--- config.mk ---
export PLATFORM = sky130hd
export DESIGN_NAME = alu_op_sequencer
export DESIGN_NICKNAME = d
export VERILOG_FILES = /design/src/rtl/alu_op_sequencer.sv
export SDC_FILE = /design/constraint.sdc
export NUM_CORES = 1
export LEC_CHECK = 0
export CORE_ASPECT_RATIO = 1.1
export CORE_MARGIN = 3
export CORE_UTILIZATION = 45
export DETAILED_ROUTE_END_ITERATION = 8
export HOLD_SLACK_MARGIN = 0.02
export PLACE_DENSITY = 0.84
export SKIP_CTS_REPAIR_TIMING = 1
export SYNTH_ARGS = -nofsm -noshare
export SYNTH_HDL_FRONTEND = slang
export SYNTH_SLANG_ARGS = --single-unit
--- constraint.sdc ---
create_clock -name clk -period 3 [get_ports clk]
set_clock_uncertainty 0.15 [all_clocks]
set_input_delay 0.3 -clock clk [delete_from_list [all_inputs] [get_ports clk]]
set_output_delay 0.3 -clock clk [all_outputs]
set_load 0.005 [all_outputs]
--- src/rtl/alu_op_sequencer.sv ---
// alu_op_sequencer: registered command front-end and result back-end for the
// 8-bit ALU datapath. Latches one operation per handshake, waits SETTLE_CYCLES
// for the combinational ALU result, then offers it downstream.
// Optional build macro ALU_SEQ_FLAGS_EN adds registered zero/negative flags.
module alu_op_sequencer #(
   parameter int unsigned SETTLE_CYCLES = 4
) (
   input  logic        clk,
   input  logic        rst,
   input  logic        in_valid,
   output logic        in_ready,
   input  logic [7:0]  in_x,
   input  logic [7:0]  in_y,
   input  logic [1:0]  in_m,
   input  logic [1:0]  in_s,
   output logic [7:0]  alu_x,
   output logic [7:0]  alu_y,
   output logic [1:0]  alu_m,
   output logic [1:0]  alu_s,
   input  logic [15:0] alu_z,
   output logic        out_valid,
   input  logic        out_ready,
   output logic [15:0] out_z,
   output logic [1:0]  out_m,
`ifdef ALU_SEQ_FLAGS_EN
   output logic [1:0]  out_s,
   output logic        out_zero,
   output logic        out_neg
`else
   output logic [1:0]  out_s
`endif
);

   localparam int unsigned CW = 4;
   localparam int unsigned DW = 8;
   localparam int unsigned ZW = 16;

   typedef enum logic [1:0] {IDLE, SETTLE, DONE} state_t;

   state_t          state_q, state_d;
   logic [CW-1:0]   cnt_q, cnt_d;
   logic [DW-1:0]   ax_q, ax_d, ay_q, ay_d;
   logic [1:0]      am_q, am_d, as_q, as_d;
   logic [ZW-1:0]   oz_q, oz_d;
   logic [1:0]      om_q, om_d, os_q, os_d;
   logic            ov_q, ov_d;
   logic            accept;
`ifdef ALU_SEQ_FLAGS_EN
   logic            zero_q, zero_d, neg_q, neg_d;
`endif

   // Ready depends only on state and downstream ready so it never loops back through in_valid.
   assign in_ready = (state_q == IDLE) || ((state_q == DONE) && out_ready);
   assign accept   = in_valid && in_ready;

   // Next-state, operand load, counter and result capture.
   always_comb begin
      state_d = state_q;
      cnt_d   = cnt_q;
      ax_d    = ax_q;
      ay_d    = ay_q;
      am_d    = am_q;
      as_d    = as_q;
      oz_d    = oz_q;
      om_d    = om_q;
      os_d    = os_q;
      ov_d    = ov_q;
`ifdef ALU_SEQ_FLAGS_EN
      zero_d  = zero_q;
      neg_d   = neg_q;
`endif
      case (state_q)
         IDLE: begin
            if (accept) begin
               ax_d    = in_x;
               ay_d    = in_y;
               am_d    = in_m;
               as_d    = in_s;
               cnt_d   = CW'(SETTLE_CYCLES - 1);
               state_d = SETTLE;
            end
         end
         SETTLE: begin
            if (cnt_q == '0) begin
               oz_d    = alu_z;
               om_d    = am_q;
               os_d    = as_q;
               ov_d    = 1'b1;
`ifdef ALU_SEQ_FLAGS_EN
               zero_d  = (alu_z == '0);
               neg_d   = alu_z[ZW-1];
`endif
               state_d = DONE;
            end else begin
               cnt_d = cnt_q - CW'(1);
            end
         end
         DONE: begin
            if (out_ready) begin
               ov_d = 1'b0;
               if (accept) begin
                  ax_d    = in_x;
                  ay_d    = in_y;
                  am_d    = in_m;
                  as_d    = in_s;
                  cnt_d   = CW'(SETTLE_CYCLES - 1);
                  state_d = SETTLE;
               end else begin
                  state_d = IDLE;
               end
            end
         end
         default: state_d = IDLE;
      endcase
   end

   // State and datapath registers with synchronous reset.
   always_ff @(posedge clk) begin
      if (rst) begin
         state_q <= IDLE;
         cnt_q   <= '0;
         ax_q    <= '0;
         ay_q    <= '0;
         am_q    <= '0;
         as_q    <= '0;
         oz_q    <= '0;
         om_q    <= '0;
         os_q    <= '0;
         ov_q    <= 1'b0;
`ifdef ALU_SEQ_FLAGS_EN
         zero_q  <= 1'b1;
         neg_q   <= 1'b0;
`endif
      end else begin
         state_q <= state_d;
         cnt_q   <= cnt_d;
         ax_q    <= ax_d;
         ay_q    <= ay_d;
         am_q    <= am_d;
         as_q    <= as_d;
         oz_q    <= oz_d;
         om_q    <= om_d;
         os_q    <= os_d;
         ov_q    <= ov_d;
`ifdef ALU_SEQ_FLAGS_EN
         zero_q  <= zero_d;
         neg_q   <= neg_d;
`endif
      end
   end

   assign alu_x     = ax_q;
   assign alu_y     = ay_q;
   assign alu_m     = am_q;
   assign alu_s     = as_q;
   assign out_z     = oz_q;
   assign out_m     = om_q;
   assign out_s     = os_q;
   assign out_valid = ov_q;
`ifdef ALU_SEQ_FLAGS_EN
   assign out_zero  = zero_q;
   assign out_neg   = neg_q;
`endif

endmodule

==> metrics.md, run 1 <==
| Metric | Value |
|---|---|
| H-tree levels | 2 |
| DR pass1 iterations | 4 |
| Worst Hold Class | flip-flop to flip-flop |
| Max Cap Viol | 0 |
| TNS Setup | 0 ns |
| Fill cells | 357 |
| Power per cell area | 470 mW/mm² |
| Synth Area per Inst | 8.11 µm² |
| Top Metal Used | met4 |
| Cell accounting for the most synthesized area | dfxtp_1 |
| Final estimated routing congestion in global placement | 0.748 |
| Ys Warns | 0 |
| Met3 wire len | 512 µm |
| Row Count | 24 |
| ANT nets after route | 0 |
| Metal2 WL | 2310 µm |
| Max-slew headroom | 29.1% |
| Initial Utilization | 48.1% |
| WL/cell | 13.4 µm |
| Vias in the first global route | 1754 |
| Status | complete, no violations |
| Residual DRC | 0 |
| Post-Synthesis Cells | 242 |
| All-Layer GR Usage | 19.5% |
| Routed wire length | 4860 µm |
| CTS max path bufs | 2 |
| Latest clock arrival within the worst-skew pair | 0.30 ns |
| Final worst path period need | 2.24 ns |
| CTS tree | yes |
| CP Launch Type | flip-flop |
| Top-level port count | 82 |
| Max Freq | 445 MHz |
| First DRT Iteration DRCs | 124 |
| Setup violations, final | 0 |
| Critical Path RT | 3.06 ns |
| RSZ-0062 raised after global routing | false |
| Clk root buf | clkbuf_8 |
| Die Area | 0.00519 mm² |
| Critical Path End Type | flip-flop |
| DR vias | 1928 |
| Sequential share of the synthesized area | 47.9% |
| Final hold vios | 0 |
| Mapped Nets | 283 |
| Total Nets Final | 352 |
| Post-Layout Cell Count | 364 |
| Clock Sinks | 47 |
| Mapped Area | 0.00196 mm² |
| Layout cells sized above 1 | 3.85% |
| WHS | 0.323 ns |
| Synth unique cells | 26 |
| Dpl cells | 356 |
| Pleak | 1.02 nW |
| Area share of the largest cell type after synthesis | 47.9% |
| Port Buffers | 81 |
| Crit path kind | flip-flop to flip-flop |
| Gr ovfl total | 0 |
| Synth-to-Final Area Change | 44.5% |
| Pin count of the biggest net entering global routing | 48 |
| Die width | 69.0 µm |
| CORE AREA | 0.00408 mm² |
| Final HPWL DP | 3150 µm |
| First-pass GRT wire length | 7680 µm |
| Final slew viol count | 0 |
| Antenna diodes | 0 |
| Clock Pin Slew Worst Setup and Hold Paths | 0.08 ns |
| DIE HEIGHT | 75.3 µm |
| Final WS setup | 0.755 ns |
| Initial antenna violation count | 0 |
| Top cells by area, synth | dfxtp_1 48%, a21oi_1 11%, o21ai_0 10% |
| Final period utilization | 74.8% |
| Place WS | 0.753 ns |
| Crit path max fanout | 46 |
| Worst Tran Pin Value | 1.06 ns |
| Yosys reg bits | 47 |
| Max VDD drop | 0.348 mV |
| Routed vias/inst | 5.30 |
| WP data arrival | 2.31 ns |
| Metal-1 WL | 1990 µm |
| CTS Buf Count | 5 |
| Pwr Total | 1.33 mW |
## through the flow
stage	util, %	instance area, µm²
after floorplan	-	1960
after global placement	67.5	2760
after detailed placement	67.5	2760
after CTS	69.5	2840
after global routing	69.5	2840
final	69.5	2840
## layout by cell type, fill, tap and decap left out, types with 2 or more instances in the layout
cell / synthesis / routed
nor2_1: 2 / 2
or3_1: 20 / 20
nor2b_1: 3 / 3
clkbuf_8: 0 / 5
clkdlybuf4s50_1: 0 / 80
nand3_1: 21 / 21
a31oi_1: 2 / 2
clkbuf_1: 20 / 2
inv_1: 22 / 22
nand2b_1: 3 / 3
nand3b_1: 2 / 2
buf_4: 0 / 4
o21ai_0: 40 / 40
dfxtp_1: 47 / 47
a21oi_1: 43 / 43
o211ai_1: 2 / 2
## Yosys cell counts, drive strengths merged
cell type,n
a21oi,43
a221oi,1
a22oi,1
a311oi,1
a31o,1
a31oi,2
buf,3
clkbuf,20
dfxtp,47
ha,1
inv,22
nand2,1
nand2b,3
nand3,21
nand3b,2
nand4b,1
nor2,2
nor2b,3
nor4,1
o211ai,2
o21ai,40
o311ai,1
or2,1
or3,20
or3b,2
## layer usage
| metal | vias to the layer above | track usage (%) |
|---|---|---|
| met2 | 70 | 33.2 |
| met4 | 0 | 6.49 |
| met3 | 4 | 9.10 |
| li1 | 976 | - |
| met1 | 878 | 21.2 |
| met5 | - | 0 |
## where the power goes
part           internal, mW  switching, mW  total (mW)
clock                 0.164          0.199       0.363
sequential            0.664         0.0238       0.688
combinational         0.150          0.132       0.282
## final timing paths
path	from	to	slack (ns)	cells past startpoint
hold reg to reg	out_valid	out_valid	0.32	2
hold / removal	out_valid	out_valid	0.32	2
setup / recovery	cnt_q[0]	out_z[7]	0.76	5
setup reg to reg	cnt_q[0]	out_z[7]	0.76	5
## flip-flops by register name, indices dropped and copies added, names as in the netlist
name and count:
alu_y 8, out_m 2, state_q 2, out_valid 1
alu_m 2, out_z 16, out_s 2, alu_s 2
alu_x 8, cnt_q 4
## layout make-up
cell class | instances | area, µm² | area share (%)
Timing Repair Buffer | 85 | 836 | 29.5
Inverter | 22 | 82.6 | 2.91
Tap cell | 52 | 65.1 | 2.29
Clock buffer | 7 | 76.3 | 2.69
Sequential cell | 47 | 941 | 33.2
Clock inverter | 1 | 5.00 | 0.176
Multi-Input combinational cell | 150 | 831 | 29.3
## worst max-delay path: stages, from the launching register on
cell and delay (ns):
dfxtp_1 0.34, inv_1 0.08, ha_1 0.17, or3b_1 0.78, or3_1 0.49, a21oi_1 0.13
## cells by family after synthesis
family                   count (synthesis)  share of synthesized area (%)
adder cells (fa/ha/maj)                  1                          0.637
AO/OA/AOI/OAI                           92                           24.7
AND/OR/NAND/NOR                         57                           17.0
flip-flops                              47                           47.9
buffers and inverters                   45                           9.75
Note: power is estimated with default switching activity, not from simulation.
==> run 2: changes to the inputs <==
- CORE_UTILIZATION: 45 -> 38
- PLACE_DENSITY: 0.84 -> 0.75
- clock period: 3 -> 1.8 ns (I/O delays scaled with it)
==> metrics.md, run 2 (synthesized netlist as in run 1, its figures left out) <==
| Metric | Value |
|---|---|
| Die width | 74.5 µm (+8.1%) |
| H-tree levels | 2 (unchanged) |
| Commonest non-fill, non-tap cell in the layout | clkdlybuf4s50_1 |
| Final slew viol count | 0 (unchanged) |
| Register-to-register setup slack | -0.02 ns (-0.78 ns) |
| Worst hold start | rst |
| Max Cap Viol | 0 (unchanged) |
| Final estimated routing congestion in global placement | 0.795 (+6.2%) |
| Setup violations, final | 10 (+10) |
| Layout cells sized above 1 | 12.7% (+8.8 points) |
| Gr ovfl total | 0 (unchanged) |
| Top-level port count | 82 (unchanged) |
| Residual DRC | 0 (unchanged) |
| Power per cell area | 830 mW/mm² (+77%) |
| Reg2reg end | out_z[13] |
| Max Freq | 550 MHz (+23%) |
| ANT nets after route | 0 (unchanged) |
| CTS max path bufs | 2 (unchanged) |
| Die Area | 0.00607 mm² (+17%) |
| Max FFs per register | 16 (unchanged) |
| Final WS setup | -0.0198 ns (-0.775 ns) |
| Initial Utilization | 40.8% (-7.3 points) |
| R2R cell count | 6 (+1) |
| Clock Pin Slew Worst Setup and Hold Paths | 0.09 ns (about the same) |
| All-Layer GR Usage | 16.9% (-2.6 points) |
| Pin count of the biggest net entering global routing | 44 (-8.3%) |
| Final worst path period need | 1.82 ns (-0.425 ns) |
| Vias in the first global route | 1838 (+4.8%) |
| Post-Layout Cell Count | 380 (+4.4%) |
| Max-slew headroom | 61.8% (+33 points) |
| Worst Hold Class | primary input to flip-flop |
| Critical Path End Type | flip-flop |
| WHS Path Cells | 2 (unchanged) |
| First-pass GRT wire length | 8010 µm (+4.3%) |
| Failing checks | setup timing |
| Commonest cells after routing, fill and taps aside | 79 x clkdlybuf4s50_1, 45 x dfxtp_1, 40 x o21ai_0 |
| CP Launch Type | flip-flop |
| CORE AREA | 0.00481 mm² (+18%) |
| Pleak | 1.13 nW (+12%) |
| Status | complete, but fails checks |
| R2r startpoint | cnt_q[0] |
| Crit path max fanout | 10 (-78%) |
| Clk root buf | clkbuf_8 |
| CTS tree | yes |
| Critical Path RT | 1.88 ns (-1.18 ns) |
| Worst Tran Pin Value | 0.573 ns (-0.492 ns) |
| DIE HEIGHT | 81.4 µm (+8.1%) |
| Total Nets Final | 364 (+3.4%) |
| DR pass1 iterations | 4 (unchanged) |
| Initial antenna violation count | 0 (unchanged) |
| Synth-to-Final Area Change | 58.1% |
| Clock Sinks | 47 (unchanged) |
| Row Count | 26 (+8.3%) |
| Antenna diodes | 0 (unchanged) |
| Final hold vios | 0 (unchanged) |
| Routed vias/inst | 5.24 (-1.0%) |
| Final period utilization | 101% (+26 points) |
| Final HPWL DP | 3490 µm (+11%) |
| WL/cell | 14.0 µm (+5.1%) |
| Crit path kind | flip-flop to flip-flop |
| WP data arrival | 1.90 ns (-0.41 ns) |
| RSZ-0062 raised after global routing | true |
| Worst Hold Endpoint | state_q[1] |
| Latest clock arrival within the worst-skew pair | 0.30 ns (about the same) |
| Dpl cells | 369 (+3.7%) |
| Max VDD drop | 0.568 mV (+63%) |
| DR vias | 1992 (+3.3%) |
| Routed wire length | 5330 µm (+9.7%) |
| Final Core Density | 64.4% (-5.0 points) |
| First DRT Iteration DRCs | 87 (-30%) |
| CTS Buf Count | 5 (unchanged) |
| Port Buffers | 81 (unchanged) |
run 2: worst max path at each step:
stage / slack (ns) / cells after the start / end / start
finish: -0.02 / 6 / out_z[13] / cnt_q[0]
CTS: -0.03 / 6 / cnt_q[1] / cnt_q[1]
floorplan: 0.04 / 7 / out_z[7] / cnt_q[0]
detailed placement: -0.01 / 6 / out_z[7] / cnt_q[0]
global route: -0.09 / 6 / out_m[0] / cnt_q[0]
global placement: 0.04 / 6 / out_m[1] / cnt_q[0]
run 2: routing by layer:
| metal | global-route usage [%] | vias to the layer above | share of wire, % |
|---|---|---|---|
| met3 | 6.93 | 2 | 8.4 |
| met1 | 19.6 | 912 | 44 |
| met2 | 28.6 | 73 | 48 |
| li1 | - | 1005 | - |
| met5 | 0 | - | 0 |
| met4 | 4.27 | 0 | 0.26 |
run 2: final cells by class:
class                           instances  area, µm²
Timing Repair Buffer                   97       1010
Tap cell                               56       70.1
Clock buffer                            6       82.6
Sequential cell                        47        943
Inverter                               22       82.6
Multi-Input combinational cell        150        883
Fill cell                             419       1710
Clock inverter                          2       35.0
run 2: power by group:
part | switching (mW) | internal, mW | total (mW)
registers | 0.0408 | 1.11 | 1.15
clock network | 0.344 | 0.450 | 0.793
logic | 0.266 | 0.367 | 0.633
run 2: worst max-delay path, cell delays in order, from the launching register on:
cell	delay, ns
dfxtp_2	0.33
inv_2	0.07
ha_4	0.13
or3b_4	0.45
clkbuf_16	0.19
or3_1	0.31
a21oi_1	0.13
run 2: per-stage QoR:
step	area (µm²)	worst slack (ns)	setup TNS [ns]	hold WS, ns	power (mW)
after floorplan	1960	0.0443	0	0.178	1.42
after global placement	2850	0.0426	0	0.291	1.69
after detailed placement	2850	-0.0137	-0.0422	0.306	1.70
after CTS	2970	-0.0255	-0.356	0.198	2.49
after global routing	3100	-0.0939	-1.45	0.208	2.72
final	3100	-0.0198	-0.0653	0.214	2.58
